### config.mk
export PLATFORM = sky130hd
export DESIGN_NAME = pipe_stage_reg
export DESIGN_NICKNAME = d
export VERILOG_FILES = /design/src/rtl/pipe_stage_reg.sv
export SDC_FILE = /design/constraint.sdc
export NUM_CORES = 1
export LEC_CHECK = 0
export BUFFER_PORTS_ARGS = -buffer_cell sky130_fd_sc_hd__buf_2
export CAP_MARGIN = 20
export CORE_MARGIN = 5
export CORE_UTILIZATION = 40
export DETAILED_ROUTE_END_ITERATION = 8
export HOLD_SLACK_MARGIN = 0.05
export PLACE_DENSITY_LB_ADDON = 0.3
export RECOVER_POWER = 50
export REMOVE_ABC_BUFFERS = 1
export SYNTH_ARGS = -nofsm -noshare
export SYNTH_HDL_FRONTEND = slang
export SYNTH_SLANG_ARGS = --single-unit
### constraint.sdc
create_clock -name clk -period 1.2 [get_ports clk]
set_input_delay 0.18 -clock clk [delete_from_list [all_inputs] [get_ports clk]]
set_output_delay 0.18 -clock clk [all_outputs]
set_load 0.005 [all_outputs]
### src/rtl/pipe_stage_reg.sv
// Inter-stage pipeline register with a valid/ready handshake, synchronous flush and a NOP bubble payload.
// Define PIPE_SKID_EN to add a skid entry so in_ready comes straight from a flop.
module pipe_stage_reg #(
    parameter int                DATA_W      = 108,
    parameter logic [DATA_W-1:0] BUBBLE_DATA = '0
) (
    input  logic              clk,
    input  logic              rst,
    input  logic              flush,
    input  logic              in_valid,
    output logic              in_ready,
    input  logic [DATA_W-1:0] in_data,
    output logic              out_valid,
    input  logic              out_ready,
    output logic [DATA_W-1:0] out_data
);

    // Handshake: a payload moves across a port only on a rising edge where
    // that port's valid and ready are both 1; out_data never changes while
    // out_valid=1 and out_ready=0 unless flush or rst discards it.
    logic              main_valid_q, main_valid_d;
    logic [DATA_W-1:0] main_data_q, main_data_d;
    logic              in_fire;

    assign in_fire   = in_valid & in_ready;
    assign out_valid = main_valid_q;
    assign out_data  = main_data_q;

`ifdef PIPE_SKID_EN
    logic              skid_valid_q, skid_valid_d;
    logic [DATA_W-1:0] skid_data_q, skid_data_d;

    assign in_ready = !skid_valid_q;

    always_comb begin
        main_valid_d = main_valid_q;
        main_data_d  = main_data_q;
        skid_valid_d = skid_valid_q;
        skid_data_d  = skid_data_q;
        if (flush) begin
            main_valid_d = 1'b0;
            main_data_d  = BUBBLE_DATA;
            skid_valid_d = 1'b0;
            skid_data_d  = BUBBLE_DATA;
        end else if (!main_valid_q) begin
            if (in_fire) begin
                main_valid_d = 1'b1;
                main_data_d  = in_data;
            end
        end else if (out_ready) begin
            // The skid entry is always older than anything still upstream.
            if (skid_valid_q) begin
                main_data_d  = skid_data_q;
                skid_valid_d = 1'b0;
            end else if (in_fire) begin
                main_data_d  = in_data;
            end else begin
                main_valid_d = 1'b0;
            end
        end else if (in_fire) begin
            skid_valid_d = 1'b1;
            skid_data_d  = in_data;
        end
    end

    always_ff @(posedge clk) begin
        if (rst) begin
            main_valid_q <= 1'b0;
            main_data_q  <= BUBBLE_DATA;
            skid_valid_q <= 1'b0;
            skid_data_q  <= BUBBLE_DATA;
        end else begin
            main_valid_q <= main_valid_d;
            main_data_q  <= main_data_d;
            skid_valid_q <= skid_valid_d;
            skid_data_q  <= skid_data_d;
        end
    end
`else
    // Single entry: space frees up in the same cycle the downstream consumes.
    assign in_ready = !main_valid_q | out_ready;

    always_comb begin
        main_valid_d = main_valid_q;
        main_data_d  = main_data_q;
        if (flush) begin
            main_valid_d = 1'b0;
            main_data_d  = BUBBLE_DATA;
        end else if (in_fire) begin
            main_valid_d = 1'b1;
            main_data_d  = in_data;
        end else if (out_ready) begin
            main_valid_d = 1'b0;
        end
    end

    always_ff @(posedge clk) begin
        if (rst) begin
            main_valid_q <= 1'b0;
            main_data_q  <= BUBBLE_DATA;
        end else begin
            main_valid_q <= main_valid_d;
            main_data_q  <= main_data_d;
        end
    end
`endif

endmodule

==> results.txt <==
status: complete, no violations
CTS Buffer Depth: 2
GRT Resource Usage Total: 20.78%
# rows: 37
area delta synth->final: 54.57%
Final Max Slew Viols: 0
Antenna Cells: 0
R2R cell count: 5
Final Hold Viols: 0
hold endpoint: out_data[1]
grt met3 use: 7.062%
Async S/R FF share, synth: 0%
core area: 10320 sq um
Net Sw Frac: 23.29%
Setup CP Type: reg2out
total grt overflow: 0
vias in the first global route: 4486
most frequent cells in the layout: 178 x buf_2, 108 x nand2_1, 108 x nand4_1, 108 x dfxtp_1, 88 x o21ai_1
worst r2r src: out_valid
Max Fclk: 0.8375 GHz
worst setup margin: 0.005910 ns
nets@finish: 881
min Tclk post-route: 1.194 ns
Critical Path RT: 1.02 ns
fin util: 63.13%
sequential share of power: 50.9%
delay-heaviest family, CP: flip-flops
DRT iter0 DRCs: 427
count of final setup violators: 0
gp weighted congestion: 0.7872
main area contributors after synthesis: dfxtp_1 52%, nand4_1 16%, o21ai_1 10%, nand2_1 9.6%, o21ai_2 4.2%
layout cells sized above 1: 32.08%
initial core utilization: 40.84%
dpl cells: 819
Most used DFF post-synth: dfxtp_1
r2r setup slk: 0.006 ns
min-delay src: in_data[1]
Die Wd: 112.7 microns
Slew @ Worst Pin: 0.2930 ns
Hold Path Depth: 3
die height: 112.7 microns
clk_lat worst skew: 0.36 ns
Clock Power Share: 34.8%
M1 GR Usage: 25.07%
leading area contributor after synthesis: dfxtp_1
Final HPWL DP: 8944 microns
max_cap viols: 0
DRC Markers: 0
sequential cell area fraction in the yosys report: 51.75%
Critical Path Source Type: register
max incr delay on CP: 0.36 ns
Peak VDD IR: 0.6639 mV
worst path buffer plus inverter count: 2
Yosys Warn Count: 0
logic gate share of total power: 14.3%
Slew HR: 80.47%
synthesized area: 4217 sq um
Cell Chain, Critical Path: nand2b_4, buf_12, buf_6
Clock Tree Root: clkbuf_8
number of nets with antenna violations after routing: 0
# IOs: 223
leakage dissipation: 0.002725 uW
H-tree levels: 3
Net Sw Power: 1740 uW
Post-synth EDFFs: 0
clock-pin slew on the worst setup and hold paths: 0.09 ns
Critical Path AT: 1.01 ns
synth unique cells: 15
Synth top area share: 51.75%
RSZ-0062 raised after global routing: true
Tcrit/Tclk final: 99.51%
crit-path max FO: 3
slowest CP cell: dfxtp_2
Vias: 4740
met2 Usage GRT: 33.97%
GRT busiest layer: met2
final WL: 14080 microns
CTS tree: yes
full die area: 12690 sq um
TritonCTS Buffers: 9
drt first pass iters: 5
Port Buf Inserts: 222
DR vias/cell: 5.215
Sink Count: 109
Critical Path End Type: output port
antenna violations before repair: 0
drt wl/cell: 15.49 microns
pwr dens: 1147 nW/um^2
Cell Count, Final, Fillers Out: 909
pre-CTS WS: 0.07037 ns
first-pass GRT wire length: 21850 microns
Worst Hold Class: in2reg
largest net degree at the start of global routing: 65
FF+latch count, synth: 109
R2R Path End: out_data[43]
cell count after synthesis: 497
most common cell after layout, fill and taps aside: buf_2
Syn Area/Cell: 8.484 sq um
Int Power: 5732 uW
setup clock skew after layout: 0.01058 ns
## routing by layer
metal	vias up	wire [microns]
met5	-	0
met2	201	6747
met1	2187	5799
li1	2322	-
met4	0	313
met3	30	1220
## state kept, by name, indices dropped and copies added (netlist names)
| signal | count |
|---|---|
| out_valid | 1 |
| out_data | 108 |
## cell usage after synthesis, types with 2 or more instances
cell / number
o21ai_2: 20
buf_2: 23
nand2_1: 108
nand4_1: 108
dfxtp_1: 109
buf_6: 5
buf_4: 2
buf_1: 3
o21ai_1: 88
clkbuf_1: 26
## stage by stage
step / cell area [sq um] / total power, uW / hold WS [ns] / setup TNS (ns)
after floorplan: 3921 / 4170 / 0.3083 / -257.04
after global placement: 5518 / 4719 / 0.4135 / 0
after detailed placement: 5518 / 4743 / 0.4199 / 0
after CTS: 6514 / 7544 / 0.05006 / -0.02272
after global routing: 6518 / 7812 / 0.05031 / -1.697
final: 6518 / 7473 / 0.07327 / 0
## repair_timing
item                                    CTS  global route
gates resized for setup                   2             4
pin swaps                                 0             7
hold endpoints to repair                 66             1
buffers inserted                          3             1
endpoints found under the setup margin    1            49
gates cloned                              2             1
hold buffers                             66             1
## logic make-up after synthesis
family,after synthesis,synth area share (%)
AOI/OAI and AO/OA,109,14.78
buffers and inverters,60,7.092
DFF,109,51.75
and+or+nand+nor,219,26.38
## tightest hold or removal path: cells and delay by family
family / cells / cell delay [ns]
AND/OR/NAND/NOR: 1 / 0.07
AO/OA/AOI/OAI: 1 / 0.07
buffers and inverters: 1 / 0.08
## power by group through the flow
stage / sequential [uW] / combinational [uW] / clock, uW
final: 3800 / 1070 / 2600
after CTS: 3800 / 1050 / 2690
after global routing: 3820 / 1160 / 2830
after floorplan: 3890 / 277 / 0
after detailed placement: 3880 / 861 / 0
after global placement: 3880 / 842 / 0
## worst max path at each step
stage	start	endpoint	slack [ns]	depth (start not counted)
2_1_floorplan	out_valid	out_data[0]	-2.38	3
3_3_place_gp	flush	out_data[106]	0.11	6
3_5_place_dp	flush	out_data[12]	0.07	6
4_1_cts	out_valid	in_ready	-0.02	3
5_1_grt	out_valid	in_ready	-0.05	3
6_report	out_valid	in_ready	0.006	3
## cell type report
cell class	instances	area, sq um
fillers	863	3806
flip-flops and latches	109	2183
repair buffers	319	2175
multi-input cells	328	1745
well taps	136	170.2
clock buffers	12	145.1
clock inverters	4	95.09
inverters	1	3.754
No activity file was read; power rests on OpenSTA's default activity.
